File: src/rtl/dvi_timing_adapter.sv
// DVI timing adapter: buffers an upstream valid/ready pixel stream in a small
// FIFO and replays it against a fixed raster (active, porches, syncs).
// The raster does not start until the FIFO has been filled once, and after
// that it never stalls; an empty FIFO in an active cycle produces a black
// pixel and sets the sticky Underflow flag.
//
// Upstream handshake: a pixel transfers on a rising clock edge where
// VideoValid && VideoReady. VideoReady is a register (no combinational path
// from any input); Video must be held while VideoValid waits for VideoReady.
module dvi_timing_adapter #(
    parameter int HActive   = 800,
    parameter int HFront    = 40,
    parameter int HSyncW    = 128,
    parameter int HBack     = 88,
    parameter int VActive   = 600,
    parameter int VFront    = 1,
    parameter int VSyncW    = 4,
    parameter int VBack     = 23,
    parameter int FifoDepth = 16
) (
    input  logic        clock,
    input  logic        reset,
    input  logic [23:0] Video,
    input  logic        VideoValid,
    output logic        VideoReady,
    output logic [23:0] DVIData,
    output logic        DVIHSync,
    output logic        DVIVSync,
    output logic        DVIDataEnable,
    output logic        Underflow,
    output logic        DebugState
);

    localparam int HTotal = HActive + HFront + HSyncW + HBack;
    localparam int VTotal = VActive + VFront + VSyncW + VBack;
    localparam int HW     = $clog2(HTotal + 1);
    localparam int VW     = $clog2(VTotal + 1);
    localparam int PW     = $clog2(FifoDepth);
    localparam int CW     = PW + 1;

    localparam logic [HW-1:0] H_ACT    = HW'(HActive);
    localparam logic [HW-1:0] H_SYNC_S = HW'(HActive + HFront);
    localparam logic [HW-1:0] H_SYNC_E = HW'(HActive + HFront + HSyncW);
    localparam logic [HW-1:0] H_LAST   = HW'(HTotal - 1);
    localparam logic [VW-1:0] V_ACT    = VW'(VActive);
    localparam logic [VW-1:0] V_SYNC_S = VW'(VActive + VFront);
    localparam logic [VW-1:0] V_SYNC_E = VW'(VActive + VFront + VSyncW);
    localparam logic [VW-1:0] V_LAST   = VW'(VTotal - 1);
    localparam logic [CW-1:0] DEPTH_C  = CW'(FifoDepth);

    typedef enum logic {
        S_FILL = 1'b0,
        S_RUN  = 1'b1
    } state_t;

    state_t         state_q, state_d;
    logic [HW-1:0]  h_q, h_d;
    logic [VW-1:0]  v_q, v_d;
    logic [CW-1:0]  count_q, count_d;
    logic [PW-1:0]  wr_ptr_q, wr_ptr_d;
    logic [PW-1:0]  rd_ptr_q, rd_ptr_d;
    logic           ready_q, ready_d;
    logic [23:0]    data_q, data_d;
    logic           de_q, de_d;
    logic           hs_q, hs_d;
    logic           vs_q, vs_d;
    logic           uf_q, uf_d;
    logic [23:0]    mem [FifoDepth];

    logic in_run, active, empty, push, pop, hs_win, vs_win;

    assign in_run = (state_q == S_RUN);
    assign active = in_run && (h_q < H_ACT) && (v_q < V_ACT);
    assign empty  = (count_q == '0);
    assign push   = VideoValid && ready_q;
    assign pop    = active && !empty;
    assign hs_win = in_run && (h_q >= H_SYNC_S) && (h_q < H_SYNC_E);
    assign vs_win = in_run && (v_q >= V_SYNC_S) && (v_q < V_SYNC_E);

    // FSM next state and raster counters; counters sit at 0 until RUN.
    always_comb begin
        state_d = state_q;
        h_d     = '0;
        v_d     = '0;
        case (state_q)
            S_FILL: begin
                if (count_q == DEPTH_C) begin
                    state_d = S_RUN;
                end
            end
            S_RUN: begin
                if (h_q == H_LAST) begin
                    h_d = '0;
                    v_d = (v_q == V_LAST) ? '0 : v_q + VW'(1);
                end else begin
                    h_d = h_q + HW'(1);
                    v_d = v_q;
                end
            end
            default: state_d = S_FILL;
        endcase
    end

    // FIFO bookkeeping and the next values of the registered outputs.
    always_comb begin
        count_d  = count_q;
        wr_ptr_d = wr_ptr_q;
        rd_ptr_d = rd_ptr_q;
        if (push && !pop) begin
            count_d = count_q + CW'(1);
        end else if (!push && pop) begin
            count_d = count_q - CW'(1);
        end
        if (push) begin
            wr_ptr_d = wr_ptr_q + PW'(1);
        end
        if (pop) begin
            rd_ptr_d = rd_ptr_q + PW'(1);
        end
        ready_d = (count_d < DEPTH_C);
        data_d  = pop ? mem[rd_ptr_q] : 24'h000000;
        de_d    = active;
        hs_d    = hs_win;
        vs_d    = vs_win;
        uf_d    = uf_q | (active && empty);
    end

    // State, counters, FIFO control and output registers.
    always_ff @(posedge clock) begin
        if (reset) begin
            state_q  <= S_FILL;
            h_q      <= '0;
            v_q      <= '0;
            count_q  <= '0;
            wr_ptr_q <= '0;
            rd_ptr_q <= '0;
            ready_q  <= 1'b0;
            data_q   <= '0;
            de_q     <= 1'b0;
            hs_q     <= 1'b0;
            vs_q     <= 1'b0;
            uf_q     <= 1'b0;
        end else begin
            state_q  <= state_d;
            h_q      <= h_d;
            v_q      <= v_d;
            count_q  <= count_d;
            wr_ptr_q <= wr_ptr_d;
            rd_ptr_q <= rd_ptr_d;
            ready_q  <= ready_d;
            data_q   <= data_d;
            de_q     <= de_d;
            hs_q     <= hs_d;
            vs_q     <= vs_d;
            uf_q     <= uf_d;
        end
    end

    // Pixel storage; contents are don't-care until written, so no reset.
    always_ff @(posedge clock) begin
        if (push) begin
            mem[wr_ptr_q] <= Video;
        end
    end

    assign VideoReady    = ready_q;
    assign DVIData       = data_q;
    assign DVIDataEnable = de_q;
    assign DVIHSync      = hs_q;
    assign DVIVSync      = vs_q;
    assign Underflow     = uf_q;
    assign DebugState    = (state_q == S_RUN);

endmodule

File: config.mk
export PLATFORM = sky130hd
export DESIGN_NAME = dvi_timing_adapter
export DESIGN_NICKNAME = d
export VERILOG_FILES = /design/src/rtl/dvi_timing_adapter.sv
export SDC_FILE = /design/constraint.sdc
export NUM_CORES = 1
export LEC_CHECK = 0
export ABC_AREA = 1
export BUFFER_PORTS_ARGS = -buffer_cell sky130_fd_sc_hd__buf_4
export CELL_PAD_IN_SITES_DETAIL_PLACEMENT = 1
export CELL_PAD_IN_SITES_GLOBAL_PLACEMENT = 1
export CORE_MARGIN = 3
export CORE_UTILIZATION = 40
export CTS_BUF_LIST = sky130_fd_sc_hd__clkbuf_8
export DETAILED_ROUTE_END_ITERATION = 10
export PLACE_DENSITY_LB_ADDON = 0.1
export SLEW_MARGIN = 30
export SYNTH_ARGS = -nofsm -noshare
export SYNTH_HDL_FRONTEND = slang
export SYNTH_SLANG_ARGS = --single-unit
File: constraint.sdc
create_clock -name clock -period 3.4 [get_ports clock]
set_clock_uncertainty 0.2 [all_clocks]
set_input_delay 0.68 -clock clock [delete_from_list [all_inputs] [get_ports clock]]
set_output_delay 0.68 -clock clock [all_outputs]
set_load 0.1 [all_outputs]
Word-level counts from Yosys, hierarchy flattened
Memories as Yosys holds them, arrays and structs flattened. A register that Yosys moved wholly into a read port is not among the register bits.
Index checks and enable logic that the tools add are counted.
{ "op_classes": {"reduce_logical": 18, "n_addsub": 6, "n_eq_ne": 3, "n_mux": 7, "n_bitwise": 3, "n_lt_le_gt_ge": 7} }
{ "ops": {"columns": ["cell", "n"], "rows": [
  ["< comparator 11 x 10 -> 1 bit, second input constant", 2],
  ["< comparator 10 bit, second input constant", 2],
  ["adder 11 x 1 -> 11 bit, second input constant", 1],
  ["== test 11 bit, second input constant", 1],
  [">= comparator 11 x 10 -> 1 bit, second input constant", 1],
  ["logical AND 1 bit", 11],
  ["adder 10 x 1 -> 10 bit, second input constant", 1],
  ["== test 10 bit, second input constant", 1],
  [">= comparator 10 bit, second input constant", 1],
  ["2-to-1 mux 10 bit", 1],
  ["2-to-1 mux 5 bit", 2],
  ["adder 4 x 1 -> 4 bit, second input constant", 2],
  ["adder 5 x 1 -> 5 bit, second input constant", 1],
  ["== test 5 bit, second input constant", 1],
  ["logical NOT 5 bit", 1],
  ["< comparator 5 bit, second input constant", 1],
  ["subtractor 5 x 1 -> 5 bit, second input constant", 1],
  ["2-to-1 mux 1 bit", 4],
  ["OR reduction 2 bit", 2],
  ["logical NOT 1 bit", 3],
  ["OR reduction 3 bit", 1],
  ["inverter 1 bit", 2],
  ["bitwise OR 1 bit", 1]
]} }
{ "word_totals": {"ff_bits": 40, "elab_cells": 56, "ram_bits": 384, "output_inout_bits": 30, "mem_count": 1, "input_bits": 27} }
{ "mem_list": {"columns": ["memory", "depth", "width", "read_ports", "rd_ports_with_merged_regs", "write_ports", "line", "text"], "rows": [
  ["mem", 16, 24, 1, 1, 1, "68", "logic [23:0] mem [FifoDepth];"]
]} }

Longest topological paths before layout
Gate-level depths: netlist (run 1).
{ "depth": {"word_depth": 8, "depth_mapped": 14, "ltp_nobuf": 14} }

Worst setup path after synthesis (run 1)
OpenSTA, ideal clock, no wires.
{ "synth_timing": {"kind": "register to register", "from": "register ready_q, in the netlist VideoReady", "to": "memory mem[11][0], enable pin", "stages_incl_launch_ff": 5, "synth_period_minus_slack_ns": 3.164, "t_arrival_ns": 2.560, "slack_ns": 0.236, "setup_time_ns": 0.405, "required_time_ns": 2.795, "cell_sequence": "dfxtp_1 > nand2_1 > inv_1 > nand3_1 > nor2_1"} }
{ "synth_via": {"elab_chain_cells": 3} }
{ "synth_rtl": {"columns": ["element", "line", "text"], "rows": [
  ["start, declared", "62", "logic ready_q, ready_d;"],
  ["start signal, assigned", "150", "ready_q <= ready_d;"],
  ["logical AND 1 bit", "75", "assign push = VideoValid && ready_q;"],
  ["named net push", "70", "logic in_run, active, empty, push, pop, hs_win, vs_win;"],
  ["2-to-1 mux 1 bit", "161", "if (push) begin"],
  ["2-to-1 mux 1 bit (implied by the code)", "162", "mem[wr_ptr_q] <= Video;"],
  ["end, declared", "68", null]
]} }
The timed path passes the listed nets, and every way through them passes these cells.

Worst setup path in the final report (run 1)
{ "layout_timing": {"from": "register count_q[0]", "to": "register data_q[22], in the netlist DVIData[22], read port of mem"} }
{ "layout_via": {"elab_chain_cells": 5} }
{ "layout_rtl": {"columns": ["element", "line", "text"], "rows": [
  ["start, declared", "59", "logic [CW-1:0] count_q, count_d;"],
  ["start signal, assigned", "147", "count_q <= count_d;"],
  ["logical NOT 5 bit", "74", "assign empty = (count_q == '0);"],
  ["logical NOT 1 bit", "76", "assign pop = active && !empty;"],
  ["logical AND 1 bit", "76", null],
  ["inverter 1 bit (no line)", null, null],
  ["OR reduction 2 bit (no line)", null, null],
  ["end, declared", "63", "logic [23:0] data_q, data_d;"]
]} }
Every way passes these cells.
A chain may end at the register's enable or synchronous reset.

==> results.md, run 1 <==
* FF-to-FF End: DVIData[22]$_SDFF_PP0_
* IO buf count at 56
* Setup TNS at 0 ns
* Fmax at 0.369 GHz
* Num Clock Sinks at 448
* First-pass GRT wire length at 78600 um
* NumNets Final at 1719
* Largest net degree at the start of global routing at 171
* CTS Hold Bufs at 0
* Global Route Usage Sum at 21.9%
* Worst-margin pin slew at 0.978 ns
* Synthesized flop and latch total at 448
* Max-Cap Viols at 0
* I/O Pins at 57
* Drt drc at 0
* Die width at 219 um
* Count leader, synth: edfxtp_1
* Dpl hpwl at 31200 um
* Die height at 219 um
* PD cells at 595 nW/um2
* Max FO, Critical Path at 18
* Share of layout cells above drive strength 1 at 12.6%
* RSZ-0062 raised after global routing: no
* TritonCTS Buffers at 77
* Synth area leaders: edfxtp_1 (64%), dfxtp_1 (7.1%), nor2_1 (7.0%)
* Hold Crit Start: reset
* Setup Buffers After CTS at 0
* Congestion Overflow GR at 0
* Final setup vio count at 0
* Ys async rst share at 0%
* Peak VDD IR at 0.254 mV
* Met2 Resource Use GR at 33.0%
* Startpoint Class: register
* Hold Path End: rd_ptr_q[3]$_SDFFE_PP0P_
* Met3 usage in global routing at 4.42%
* Critical Path RT at 3.75 ns
* Post-synth top cells: edfxtp_1 (384), nor2_1 (337), nand2_1 (183)
* Non-Filler Cell Area, Final at 20700 um2
* Hold Vio Cnt, Final at 0
* Critical path arrival at 3.06 ns
* Cell count after synthesis at 1595
* Yosys top cell area share at 63.7%
* ANT nets after route at 0
* Seq/Total Area, Yosys at 70.8%
* Avg Cell Area, Syn at 11.4 um2
* Placement row count at 77
* # diodes at 0
* Synthesized area at 18100 um2
* DRT iter0 DRCs at 913
* H-tree Lvls at 3
* Final worst-path cycle share at 79.8%
* Post-route minimum period at 2.71 ns
* Antenna violations before repair at 0
* CTS tree: built
* Max-slew violation count at 0
* Starting Density at 40.7%
* Vias in the first global route at 12673
* Worst Hold Class: in2reg
* Die area at 47900 um2
* Worst Reg-to-Reg Cells at 8
* Core Area at 44500 um2
* Gpl congestion at 0.787
* Relative slew margins at 34.6%
* Gr busiest metal: met2
* Hold depth at 2
* Status: completed
* Post-CTS sizing at 0
* DRT Wirelength at 51800 um
* Crit path kind: reg2reg
* Pwr Total at 0.0123 W
* Vias/cell at 5.32
* Worst reg2reg startpoint: count_q[0]$_SDFFE_PP0P_
* Main synth FF type: edfxtp_1
* Placed cell areas at 19200 um2
* Crit. End Element: register
* Layout area overhead at 14.5%
* Post-synth EDFFs at 384
* Global-route met1 utilization at 32.4%
* Largest area contributor in the netlist: edfxtp_1
* Clk_lat worst skew at 0.64 ns
* Crit path from: count_q[0]$_SDFFE_PP0P_
* TritonRoute pass-1 iters at 5
* Clk slew on worst S/H paths at 0.05 ns
* Fin Hold WS at 0.145 ns
* Syn Nets at 1636
* LEAKAGE at 7.36 nW
* Root buf cell: clkbuf_8
* Unique masters post-synth at 36
* Clock Tree Buf Depth at 3
* YS warnings at 0
* Post-DR wirelength/cell at 22.2 um
* Routed via count at 12419
* Flop-to-flop setup slack at 0.69 ns
[metrics by stage]
| stage | instances | utilization (%) | worst slack (ns) |
|---|---|---|---|
| floorplan | 1595 | - | 0.236 |
| global placement | 2191 | 43.2 | 0.655 |
| detailed placement | 2191 | 43.2 | 0.612 |
| CTS | 2335 | 46.6 | 0.661 |
| global route | 2335 | 46.6 | 0.562 |
| finish | 2335 | 46.6 | 0.688 |
[layout make-up]
class / count / area (um2)
clock buffers: 92 / 1270
clock inverters: 52 / 216
fillers: 4762 / 23800
inverters: 79 / 303
multi-input cells: 983 / 4640
flip-flops and latches: 448 / 12800
well taps: 592 / 741
repair buffers: 89 / 743
[placed cells by master (no fill, tap or decap), types with 14 or more instances in the layout]
| master | n |
|---|---|
| buf_4 | 83 |
| o21ai_0 | 141 |
| dfxtp_1 | 60 |
| nor2_4 | 17 |
| ha_1 | 14 |
| inv_1 | 110 |
| edfxtp_1 | 384 |
| nor2_1 | 321 |
| nand2_1 | 183 |
| a21oi_1 | 53 |
| nand3_1 | 163 |
| o211ai_1 | 26 |
| o21ai_1 | 21 |
| clkbuf_8 | 92 |
[cell families (layout without fill, tap and decap cells)]
group                      count (synthesis)  in the layout  share of synthesized area (%)
and+or+nand+nor                          717            717                           16.5
adders and majority gates                 14             14                          0.967
xor gates and xnor gates                   5              5                          0.242
DFF                                      448            448                           70.8
buffers and inverters                    164            312                           4.30
AOI/OAI and AO/OA                        247            247                           7.25
[report_power, final]
part | internal (W) | total (W) | switching, W | leakage, nW
registers | 0.00605 | 0.00612 | 0.0000618 | 3.98
logic | 0.000409 | 0.00156 | 0.00115 | 2.49
clock network | 0.00245 | 0.00465 | 0.00219 | 0.894
total | 0.00892 | 0.0123 | 0.00341 | 7.36
[registers in the layout, summed over array words and instances, names as in the netlist, named ones only]
register	cells
DVIData	24
DVIDataEnable	1
DVIHSync	1
DVIVSync	1
DebugState	1
Underflow	1
VideoReady	1
count_q	4
h_q	11
mem	384
rd_ptr_q	4
v_q	10
wr_ptr_q	4
[metal layers]
metal	routed length (um)	up-vias
li1	-	5748
met1	25000	6305
met2	23000	280
met3	2600	86
met4	1210	0
met5	0	-
[critical path: stages (launching register included)]
cell     delay (ns)
dfxtp_1        0.37
inv_1          0.10
ha_1           0.22
nand2_1        0.09
nor2_1         0.06
nand2_1        0.20
nand4_2        0.80
buf_4          0.45
a21oi_1        0.14
[how the worst max path moves through the flow]
stage          depth (start not counted)                     end  slack (ns)
6_report                               8  DVIData[22]$_SDFF_PP0_        0.69
3_5_place_dp                           5    mem[14][6]$_DFFE_PP_        0.61
4_1_cts                                8  DVIData[15]$_SDFF_PP0_        0.66
2_1_floorplan                          4    mem[11][0]$_DFFE_PP_        0.24
3_3_place_gp                           6     mem[2][1]$_DFFE_PP_        0.65
5_1_grt                                8  DVIData[18]$_SDFF_PP0_        0.56
No activity file was read; power rests on OpenSTA's default activity.
==> inputs of run 2 (changes only) <==
- clock period: 3.4 -> 2.7 ns (I/O delays scaled with it)
==> run 2 against run 1 <==
  * Die area unchanged
  * Highest routed layer unchanged
  * Critical path type unchanged
  * Non-clock buffer count grew 22
  * Routed wire length shrank 5.7%
  * Design area rose by 1.4%
  * Utilization increased by 0.66 points
  * Clock-buffer cell count is 3 lower
  * Final cell count increased by 0.73%
  * Combinational power rose by 23%
  * Sequential cell count stayed put
  * Worst hold slack lost 0.095 ns
  * First-iteration DRC count decreased by 24%
==> results.md, run 2 (same netlist as run 1, synthesis figures left out) <==
* I/O Pins at 57 (unchanged)
* Slowest cell on crit path: dfxtp_1 (was nand4_2)
* Status: completed (unchanged)
* Placement row count at 77 (unchanged)
* Hold Path End: mem[13][9]$_DFFE_PP_ (was rd_ptr_q[3]$_SDFFE_PP0P_)
* Cell family with most CP delay: simple AND/OR/NAND/NOR gates (unchanged)
* CTS tree: built (unchanged)
* Starting Density at 40.7% (unchanged)
* Hold Vio Cnt, Final at 0 (unchanged)
* NumNets Final at 1740 (was 1719)
* TritonRoute pass-1 iters at 5 (unchanged)
* Flop-to-flop setup slack at 0.29 ns (was 0.69 ns)
* Max FO, Critical Path at 9 (was 18)
* Global Route Usage Sum at 20.9% (was 21.9%)
* Die area at 47900 um2 (unchanged)
* RSZ-0062 raised after global routing: no (unchanged)
* Most frequent cells in the layout: edfxtp_1 (384), nor2_1 (321), nand2_1 (183) (unchanged)
* Layout area overhead at 16.1% (was 14.5%)
* Worst Reg-to-Reg Cells at 14 (was 8)
* Clock share of power at 37.8% (was 37.7%)
* Critical Path RT at 3.00 ns (was 3.75 ns)
* Critical path arrival at 2.71 ns (was 3.06 ns)
* Core Area at 44500 um2 (unchanged)
* Post-route minimum period at 2.41 ns (was 2.71 ns)
* Setup Buffers After CTS at 0 (unchanged)
* IO buf count at 56 (unchanged)
* Crit-path max cell delay at 0.33 ns (was 0.80 ns)
* DRT Wirelength at 48900 um (was 51800 um)
* Clock Tree Buf Depth at 3 (unchanged)
* Internal power at 0.0113 W (was 0.00892 W)
* Max-slew violation count at 0 (unchanged)
* Worst path cell trace: inv_1 > ha_1 > nand2_1 > nor2_1 > nand2_1 > nand3_2 > ha_2 > clkinvlp_4 > a21oi_1 > o21ai_0 > nand2_1 > nand2_1 > nand2_1 > inv_1 (was inv_1 > ha_1 > nand2_1 > nor2_1 > nand2_1 > nand4_2 > buf_4 > a21oi_1)
* Hold Crit Start: Video[9] (was reset)
* First-pass GRT wire length at 76300 um (was 78600 um)
* Pwr Total at 0.0155 W (was 0.0123 W)
* Top reg by flops: mem (unchanged)
* Antenna violations before repair at 0 (unchanged)
* Sw frac at 27.1% (was 27.6%)
* PD cells at 735 nW/um2 (was 595 nW/um2)
* Crit. End Element: register (unchanged)
* Num Clock Sinks at 448 (unchanged)
* Vias/cell at 5.17 (was 5.32)
* Setup TNS at 0 ns (unchanged)
* Most common cell after layout, fill and taps aside: edfxtp_1 (unchanged)
* LEAKAGE at 7.47 nW (was 7.36 nW)
* Fill cells at 4793 (was 4762)
* Share of layout cells above drive strength 1 at 13.2% (was 12.6%)
* Worst Hold Class: in2reg (unchanged)
* Post-DR wirelength/cell at 20.8 um (was 22.2 um)
* Max FFs per register at 384 (unchanged)
* Largest net degree at the start of global routing at 103 (was 171)
* TritonCTS Buffers at 76 (was 77)
* Final setup vio count at 0 (unchanged)
* Startpoint Class: register (unchanged)
* Crit path kind: reg2reg (unchanged)
* H-tree Lvls at 3 (unchanged)
* Gate power share at 12.5% (was 12.7%)
* CP most frequent cell: nand2_1 (unchanged)
* Root buf cell: clkbuf_8 (unchanged)
* Layout Utilization at 47.2% (was 46.6%)
* Gpl congestion at 0.778 (was 0.787)
* Worst-margin pin slew at 0.793 ns (was 0.978 ns)
* # diodes at 0 (unchanged)
* Die height at 219 um (unchanged)
* Final worst-path cycle share at 89.1% (was 79.8%)
* Dpl hpwl at 27800 um (was 31200 um)
* DRT iter0 DRCs at 691 (was 913)
* Max-Cap Viols at 0 (unchanged)
* Routed via count at 12169 (was 12419)
* Peak VDD IR at 0.330 mV (was 0.254 mV)
* Die width at 219 um (unchanged)
* Clk_lat worst skew at 0.63 ns (was 0.64 ns)
* Clk slew on worst S/H paths at 0.06 ns (was 0.05 ns)
* Bufs and invs on worst path at 3 (was 2)
* ANT nets after route at 0 (unchanged)
* Vias in the first global route at 12988 (was 12673)
* Net Switching at 0.00418 W (was 0.00341 W)
* Worst reg2reg startpoint: count_q[1]$_SDFFE_PP0P_ (was count_q[0]$_SDFFE_PP0P_)
* Drt drc at 0 (unchanged)
* Congestion Overflow GR at 0 (unchanged)
* Sequential Power Share at 49.8% (was 49.6%)
* Hold depth at 1 (was 2)
* Fmax at 0.416 GHz (was 0.369 GHz)
* Relative slew margins at 47.1% (was 34.6%)
==> run 2: changes by cell type in the layout (fill, tap and decap cells not counted), moves of 2 or more <==
| cell | change |
|---|---|
| buf_12 | +9 |
| buf_4 | +2 |
| clkbuf_8 | -3 |
| clkinv_1 | +2 |
| dlygate4sd3_1 | +11 |
| inv_1 | -7 |
==> run 2: worst max path at each step <==
stage	startpoint	cells after the start	slack, ns	end
floorplan	DebugState$_SDFF_PP0_	10	0.22	count_q[3]$_SDFFE_PP0P_
global placement	count_q[0]$_SDFFE_PP0P_	14	0.30	register
detailed placement	count_q[1]$_SDFFE_PP0P_	14	0.26	register
CTS	count_q[0]$_SDFFE_PP0P_	14	0.24	register
global route	count_q[1]$_SDFFE_PP0P_	14	0.01	register
finish	count_q[1]$_SDFFE_PP0P_	14	0.29	register
==> run 2: final cells by class <==
cell class                      count  area (um2)  share of cell area, %
Tap cell                          592         741                   3.52
Clock buffer                       89        1220                   5.83
Clock inverter                     50         240                   1.14
Multi-Input combinational cell    983        4640                   22.1
Inverter                           79         307                   1.46
Timing Repair Buffer              111        1050                   4.99
Sequential cell                   448       12800                   61.0
==> run 2: repair_timing <==
action,CTS,global route
setup endpoints to repair,0,3
endpoints found under the hold margin,115,0
resized for setup,0,2
hold buffers,11,0
==> run 2: per-stage QoR <==
stage | cell area (um2) | cells | hold slack, ns | setup slack [ns]
floorplan | 18100 | 1595 | 0.252 | 0.221
global placement | 19400 | 2202 | 0.280 | 0.303
detailed placement | 19400 | 2202 | 0.292 | 0.255
CTS | 21000 | 2352 | 0.00202 | 0.236
global route | 21000 | 2352 | 0.0269 | 0.0133
finish | 21000 | 2352 | 0.0496 | 0.295
==> run 2: per-layer routing <==
layer,up-vias,wire length [um],GRT usage [%]
li1,5793,-,-
met1,6071,22400,28.3
met2,227,23200,34.5
met3,78,2090,3.59
met4,0,1170,6.89
met5,-,0,0
==> run 2: power groups by stage <==
stage | Combinational, W | Sequential, W | Clock [W]
after floorplan | 0.00113 | 0.00801 | 0
after global placement | 0.00190 | 0.00783 | 0
after detailed placement | 0.00194 | 0.00783 | 0
after CTS | 0.00196 | 0.00769 | 0.00604
after global routing | 0.00215 | 0.00770 | 0.00634
final | 0.00192 | 0.00769 | 0.00584
